## src/rtl/halfband_interp_pkg.sv

```systemverilog
// halfband_interp_pkg: shared halfband widths, coefficient table and saturation helper
package halfband_interp_pkg;
  localparam int WIDTH = 18;
  localparam int CWIDTH = 18;
  localparam int ACC_WIDTH = 40;
  localparam int SHIFT = 15;
  localparam int TAPS = 16;
  localparam logic signed [CWIDTH-1:0] HB31_COEFFS [8] = '{
    -18'sd1390, 18'sd1604, -18'sd1896, 18'sd2317,
    -18'sd2979, 18'sd4172, -18'sd6953, 18'sd20860
  };
  function automatic logic signed [WIDTH-1:0] sat_width(input logic signed [ACC_WIDTH-1:0] v);
    return (&v[ACC_WIDTH-1:WIDTH-1] || ~|v[ACC_WIDTH-1:WIDTH-1]) ? v[WIDTH-1:0]
         : {v[ACC_WIDTH-1], {(WIDTH-1){~v[ACC_WIDTH-1]}}};
  endfunction
endpackage

```

## src/rtl/hb_mac_seq.sv

```systemverilog
// hb_mac_seq: 8-step symmetric pre-add/multiply/accumulate sequencer with saturating result
module hb_mac_seq
  import halfband_interp_pkg::*;
(
  input  logic                    clock,
  input  logic                    i_abort,
  input  logic                    i_start,
  input  logic signed [WIDTH-1:0] i_x [TAPS],
  output logic                    o_busy,
  output logic                    o_done,
  output logic signed [WIDTH-1:0] o_result
);
  localparam int PW = WIDTH + CWIDTH + 1;
  logic [3:0] r_cnt;
  logic r_busy;
  logic signed [WIDTH:0] r_pre;
  logic signed [PW-1:0] r_prod;
  logic signed [ACC_WIDTH-1:0] r_acc;
  logic [3:0] w_a, w_b;
  logic [2:0] w_km;
  // r_cnt is the cycle number since start: pre-add in 1..8, multiply in 2..9, accumulate in 3..10
  always_comb begin
    w_a = r_cnt - 4'd1;
    w_b = 4'd15 - w_a;
    w_km = 3'(r_cnt - 4'd2);
  end
  always_ff @(posedge clock) begin
    if (i_abort) begin
      r_busy <= 1'b0;
      r_cnt <= '0;
      r_pre <= '0;
      r_prod <= '0;
      r_acc <= '0;
    end else if (i_start) begin
      r_busy <= 1'b1;
      r_cnt <= 4'd1;
      r_acc <= '0;
    end else if (r_busy) begin
      r_cnt <= r_cnt + 4'd1;
      r_busy <= r_cnt != 4'd11;
      if (r_cnt <= 4'd8) r_pre <= {i_x[w_a][WIDTH-1], i_x[w_a]} + {i_x[w_b][WIDTH-1], i_x[w_b]};
      if (r_cnt >= 4'd2 && r_cnt <= 4'd9) r_prod <= PW'(r_pre) * PW'(HB31_COEFFS[w_km]);
      if (r_cnt >= 4'd3 && r_cnt <= 4'd10) r_acc <= r_acc + ACC_WIDTH'(r_prod);
    end
  end
  assign o_busy = r_busy;
  assign o_done = r_busy && r_cnt == 4'd11;
  assign o_result = sat_width(r_acc >>> SHIFT);
endmodule

```

## src/rtl/halfband_interp.sv

```systemverilog
// halfband_interp: 31-tap halfband 2x polyphase interpolator (delayed centre tap + time-multiplexed odd FIR)
module halfband_interp
  import halfband_interp_pkg::*;
(
  input  logic                    clock,
  input  logic                    reset,
  input  logic                    enable,
  input  logic                    strobe_in,
  input  logic signed [WIDTH-1:0] data_in,
  input  logic                    strobe_out,
  output logic signed [WIDTH-1:0] data_out,
  output logic                    valid_out,
  output logic                    busy,
  output logic                    overrun
);
  logic w_clear, w_done;
  logic signed [WIDTH-1:0] w_result;
  logic signed [WIDTH-1:0] r_x [TAPS];
  logic signed [WIDTH-1:0] r_ctr_pend, r_odd_pend, r_odd_hold, r_data_out;
  logic r_valid, r_overrun;
  assign w_clear = reset || !enable;
  hb_mac_seq u_mac (
    .clock    (clock),
    .i_abort  (w_clear),
    .i_start  (strobe_in),
    .i_x      (r_x),
    .o_busy   (busy),
    .o_done   (w_done),
    .o_result (w_result)
  );
  // A strobe_in landing on the done cycle restarts the MAC, so that result is dropped
  always_ff @(posedge clock) begin
    if (w_clear) begin
      r_x <= '{default: '0};
      r_ctr_pend <= '0;
      r_odd_pend <= '0;
      r_odd_hold <= '0;
      r_data_out <= '0;
      r_valid <= 1'b0;
      r_overrun <= 1'b0;
    end else begin
      r_valid <= strobe_out;
      if (strobe_out) r_data_out <= strobe_in ? r_ctr_pend : r_odd_hold;
      if (strobe_in) begin
        r_x[0] <= data_in;
        for (int i = 1; i < TAPS; i++) r_x[i] <= r_x[i-1];
        r_ctr_pend <= r_x[6];
        r_odd_hold <= r_odd_pend;
        r_overrun <= r_overrun || busy;
      end else if (w_done) r_odd_pend <= w_result;
    end
  end
  assign data_out = r_data_out;
  assign valid_out = r_valid;
  assign overrun = r_overrun;
endmodule
```

## config.mk

```make
export PLATFORM = sky130hd
export DESIGN_NAME = halfband_interp
export DESIGN_NICKNAME = d
export VERILOG_FILES = /design/src/rtl/halfband_interp_pkg.sv /design/src/rtl/hb_mac_seq.sv /design/src/rtl/halfband_interp.sv
export SDC_FILE = /design/constraint.sdc
export NUM_CORES = 2
export LEC_CHECK = 0
export CAP_MARGIN = 0
export CORE_ASPECT_RATIO = 1.2
export CORE_MARGIN = 2
export CORE_UTILIZATION = 35
export DETAILED_ROUTE_END_ITERATION = 10
export SLEW_MARGIN = 10
export SYNTH_ARGS = -nofsm -noshare
export SYNTH_HDL_FRONTEND = slang
export SYNTH_SLANG_ARGS = --single-unit
```

## constraint.sdc

```tcl
create_clock -name clock -period 10 [get_ports clock]
set_input_delay 2 -clock clock [delete_from_list [all_inputs] [get_ports clock]]
set_output_delay 2 -clock clock [all_outputs]
set_load 0.005 [all_outputs]
```

==> Yosys cells after proc, flatten, opt, wreduce, memory -nomap -nowiden <==
Memories as Yosys holds them, arrays and structs flattened.
Cells that the tools add are included.
{ "totals": {"reg_bits": 445, "rom_bits": 144, "inputBits": 23, "word_cells": 80, "n_memories": 1} }
{ "memory_table": {"columns": ["memory", "depth", "width", "rd", "rd_ports_with_merged_regs", "write_ports", "line", "rtl"], "rows": [
  ["(no name shown)", 8, 18, 1, 0, 0, "hb_mac_seq.sv:42", "if (r_cnt >= 4'd2 && r_cnt <= 4'd9) r_prod <= PW'(r_pre) * PW'(HB31_COEFFS[w_km]);"]
]} }
{ "classes": {"add_sub_neg": 6, "n_mul": 1, "magnitude_cmp": 8, "eq_ne": 2, "mux": 14, "bitwise_logic": 5, "n_reduce_logical": 16} }
{ "ops": {"columns": ["cell", "n"], "rows": [
  ["18-bit binary-select mux with 4-bit select", 2],
  ["18-bit 2-to-1 mux", 8],
  ["40-bit by 37-bit adder with 40-bit output", 1],
  ["19-bit by 18-bit multiplier with 37-bit output", 1],
  ["18-bit by 18-bit adder with 19-bit output", 1],
  ["4-bit <= comparator (second input constant)", 3],
  ["5-bit >= comparator (second input constant)", 2],
  ["4-bit inverter with 5-bit output", 2],
  ["4-bit by 2-bit >= comparator with 1-bit output (second input constant)", 2],
  ["8-bit AND reduction", 1],
  ["8-bit OR reduction", 1],
  ["3-bit AND reduction", 2],
  ["4-bit by 1-bit adder with 4-bit output (second input constant)", 1],
  ["4-bit == test (second input constant)", 1],
  ["4-bit >= comparator (second input constant)", 1],
  ["1-bit 2-to-1 mux", 4],
  ["4-bit inequality test (second input constant)", 1],
  ["3-bit inverter with 4-bit output", 1],
  ["2-bit AND reduction", 2],
  ["4-bit by 1-bit subtractor with 4-bit output (second input constant)", 1],
  ["4-bit subtractor (first input constant)", 1],
  ["1-bit logical AND", 3],
  ["1-bit logical OR", 3],
  ["3-bit by 2-bit subtractor with 3-bit output (second input constant)", 1],
  ["4 further kinds", 6]
]} }

==> Longest topological paths before layout <==
{ "depth": {"depth_word": 7, "mapped_depth": 32} }

==> Modules after synthesis <==
Synthesis repeated with hierarchy kept, for this count alone.
{ "unflattened": {"hier_cells": 3671, "hier_area_um2": 35710.5} }
{ "modules_own_cells": {"columns": ["mod", "instances", "cells_per_inst", "area_each_um2", "seq_area_each_um2"], "rows": [
  ["hb_mac_seq", 1, 2498, 23420.0, 2021.9],
  ["halfband_interp", 1, 1173, 12290.5, 6886.6]
]} }

==> Worst setup path after synthesis <==
Ideal clock, no wire load.
{ "synth_path": {"path_kind": "flip-flop to flip-flop", "startpoint": "register u_mac.r_cnt[1]", "endpoint": "register u_mac.r_prod[35]", "setup_time_ns": 0.118, "arrival_time_ns": 7.080, "required_ns": 9.882, "path_slack_ns": 2.802, "stages_incl_launch_ff": 26, "n_path_buf": 2, "synth_period_minus_slack_ns": 7.198, "cell_sequence": "dfxtp_1 > inv_1 > ha_1 > clkbuf_1 > a21oi_1 > clkbuf_1 > nand2_1 > fa_1 > inv_1 > fa_1 > fa_1 > fa_1 > fa_1 > inv_1 > fa_1 > inv_1 > ha_1 > a21oi_1 > o21bai_1 > a2111oi_0 > nand2_1 > a21oi_1 > o21ai_1 > a221oi_1 > xor2_1 > o21ai_1"} }
{ "synth_via": {"elab_chain_cells": 6, "word_cells_on_any_way": 10} }
{ "synth_rtl": {"columns": ["item", "line", "rtl"], "rows": [
  ["start: declaration", "hb_mac_seq.sv:14", "logic [3:0] r_cnt;"],
  ["start signal: assignment", "hb_mac_seq.sv:39", "r_cnt <= r_cnt + 4'd1;"],
  ["3-bit by 2-bit subtractor with 3-bit output", "hb_mac_seq.sv:25", "w_km = 3'(r_cnt - 4'd2);"],
  ["3-bit inverter with 4-bit output (not written as such)", "hb_mac_seq.sv:42", null],
  ["memory read 8 x 18 bit", null, null],
  ["18-bit 2-to-1 mux (not written as such) (2 in series)", "hb_mac_seq.sv:42", null],
  ["19-bit by 18-bit multiplier with 37-bit output", "hb_mac_seq.sv:42", null],
  ["end signal: assignment", "hb_mac_seq.sv:42", null],
  ["end: declaration", "hb_mac_seq.sv:17", "logic signed [PW-1:0] r_prod;"]
]} }
Parallel ways exist; a longest one is shown, timed or not. The select of a mux whose other input is x is not followed.
A chain may end at the register's enable or synchronous reset.

==> Final worst setup path <==
{ "layout_path": {"startpoint": "register u_mac.r_cnt[2]", "endpoint": "register u_mac.r_prod[36]"} }
Same word-level chain as after synthesis.

==> run metrics <==
PD cells 104 nW/µm²; Initial Util 0.354; drt first pass iters 5; Worst R2R Setup Slack 1.68 ns; DR iter-0 viols around 1,400; xor and xnor area share after synthesis 0.0196; final setup vio count 0; vias after detailed routing about 25,000; clk_skew 0.0311 ns; Tightest Pin Transition 1.26 ns; Total Wirelength just under 90,000 µm; insertion delay to the later sink of the worst-skew pair roughly 0.61 ns; Async S/R FF share, synth 0; Port Buf Inserts 43; Seq/Total Area, Yosys 0.252; critical path endpoint u_mac.r_prod[36]; Pwr Total 4030 µW; Place WS 1.78 ns; antenna violations before repair 1; CP Launch Type register; crit-path max FO 19; Post-route DRC 0; total track usage 0.168; Vias/cell between 5 and 6; required time worst endpoint between 10 and 15 ns; syn_area_per_cell 9.69 µm²; most frequent cells in the layout 444 x dfxtp_1, 436 x inv_1, 423 x nor2_1; max-cap viol count 0; Setup Fix Bufs, Post-CTS 0; Hold Worst Slack roughly 0.46 ns; critical path type register to register; HPWL Detailed around 63,000 µm; worst-path cell chain inv_1, ha_1, nor2_1, a21oi_2, nand2_1, fa_1, inv_1, fa_1, ha_1, inv_1, fa_1, inv_1, fa_1, inv_1, fa_1, inv_1, ha_1, a2111oi_0, a21boi_1, o21ai_1, and3_1, o21ai_1, a211oi_1, nor3b_1; antenna-violating nets left 0; Synth Area in Simple Gates 0.136; crit-path max cell delay roughly 0.8 ns; CTS tree yes; CTS Buffer Depth 3; final-report hold violation count 0; Hold Crit Class register to register; WL per Instance between 15 and 20 µm; CTS sink cnt roughly 450; Layout area overhead 9.22%; syn nets ~4,200; cells after synthesis around 3,700; Max Clock Freq ~120 MHz; post-synthesis compound-gate area fraction 0.0779; CTS root buf clkbuf_16; row cnt ~130; EDFF count, synth 0; synth unique cells between 70 and 80; Worst setup startpoint u_mac.r_cnt[2]; ant diodes 0; area share of fa/ha/maj cells after synthesis 0.248; most frequently used flop master after synthesis dfxtp_1; core area 100,000 µm²; mux contribution to synthesized area 0.197; r2r endpoint u_mac.r_prod[36]; GRT overflow 0; crit end category register; period utilization 0.832; number of H-tree levels 2; Final Wtd Congestion ~0.9; post-CTS resize count 0; number of synthesized register bits 445; largest family of logic cells by synthesized area adder cells; R2R depth 24; Slew HR 0.163; Crit Reg-Reg Startpoint u_mac.r_cnt[2]; commonest non-fill, non-tap cell in the layout dfxtp_1; Die X just under 300 µm; nets 4,087; slowest cell on the critical path a21oi_2; Die Span Y 352 µm; fin. max-slew vios 0; Fin Setup TNS 0 ns; Yosys warning count 0; largest net degree at the start of global routing roughly 230; total I/O pin count 44; CP dominant cell by count inv_1; outcome finished clean; unrepaired setup endpoints after global routing false; clk slew on worst S/H paths about 0.07 ns; full die area just over 100,000 µm²; Worst VDD drop about 0.00011 V; critical path arrival 8.82 ns; first-pass GRT wire length around 140,000 µm; CTS Buf Count 47; mapped cell area around 35,000 µm²; layout cells sized above 1 0.0917; setup ws final around 1.7 ns; minimum clock period 8.32 ns; vias in the first global route about 26,000; leak pwr 0.0166 µW; Hold-fix buffers, CTS 0
==> flip-flops by register name (all words and copies together), names as in the netlist, 18 cells and up <==
register,cells
u_mac.r_acc,40
u_mac.r_prod,37
r_ctr_pend,18
r_x,270
r_odd_pend,18
u_mac.r_pre,19
data_out,18
r_odd_hold,18
==> cells in the mapped netlist, drive strengths merged (31+ instances only) <==
master,number,area share
nor2,426,0.045
xnor2,45,0.011
nor2b,31,0.0055
and2,134,0.024
inv,437,0.046
nand2,270,0.029
dfxtp,445,0.25
nand3,62,0.0089
clkbuf,173,0.018
mux4,180,0.11
a21o,41,0.0087
fa,338,0.19
ha,161,0.057
xor2,34,0.0084
o21ai,115,0.016
buf,42,0.0049
a21oi,188,0.027
mux2i,292,0.083
==> kinds of logic after synthesis <==
family	Yosys count
XOR/XNOR	79
AO/OA/AOI/OAI	450
multiplexers	472
buffers and inverters	652
flip-flops	445
AND/OR/NAND/NOR	1055
adder cells (fa/ha/maj)	499
==> layer usage <==
metal,share of wire,global-route usage,vias to the layer above,wire [µm]
met3,0.033,0.0175,136,2860
met5,0.00012,0,-,10
met2,0.51,0.297,399,44400
met1,0.41,0.208,12600,35500
li1,-,-,12000,-
met4,0.045,0.0722,2,3880
==> area by class of cell <==
type	instances	area, µm²
Clock inverter	21	340
Inverter	437	1640
Multi-Input combinational cell	2555	24100
Sequential cell	445	8910
Fill cell	9964	61500
Tap cell	1290	1610
Timing Repair Buffer	79	743
Clock buffer	63	1320
==> critical path: cells and delay by family (launching register included) <==
kind | cells | cell delay [ns]
fa+ha+maj | 8 | 4.16
compound gates | 6 | 2.02
simple gates | 4 | 0.77
flops | 1 | 0.54
buf+inv | 6 | 0.69
==> where the power goes <==
group          total, µW  internal, µW  switching (µW)  leakage, µW
Combinational        360           146             214       0.0122
Clock               1880          1110             765     0.000801
Sequential          1790          1780            10.4      0.00359
==> worst min-delay path by stage <==
| stage | start | end | slack [ns] | cells after the start |
|---|---|---|---|---|
| 6_report | u_mac.r_prod[0] | u_mac.r_prod[0] | 0.46 | 2 |
| 5_1_grt | u_mac.r_acc[13] | u_mac.r_acc[13] | 0.48 | 2 |
| 4_1_cts | u_mac.r_pre[5] | u_mac.r_pre[5] | 0.46 | 2 |
| 3_5_place_dp | u_mac.r_pre[5] | u_mac.r_pre[5] | 0.45 | 2 |
| 3_3_place_gp | u_mac.r_pre[3] | u_mac.r_pre[3] | 0.44 | 2 |
| 2_1_floorplan | u_mac.r_prod[11] | u_mac.r_prod[11] | 0.44 | 2 |
==> through the flow <==
stage,std cells,cell area [µm²],util
6_report,4890,38700,0.386
5_1_grt,4890,38700,0.386
4_1_cts,4890,38600,0.386
3_5_place_dp,4806,37000,0.370
3_3_place_gp,4806,37000,0.370
2_1_floorplan,3652,35400,-
No activity file was read; power rests on OpenSTA's default activity.
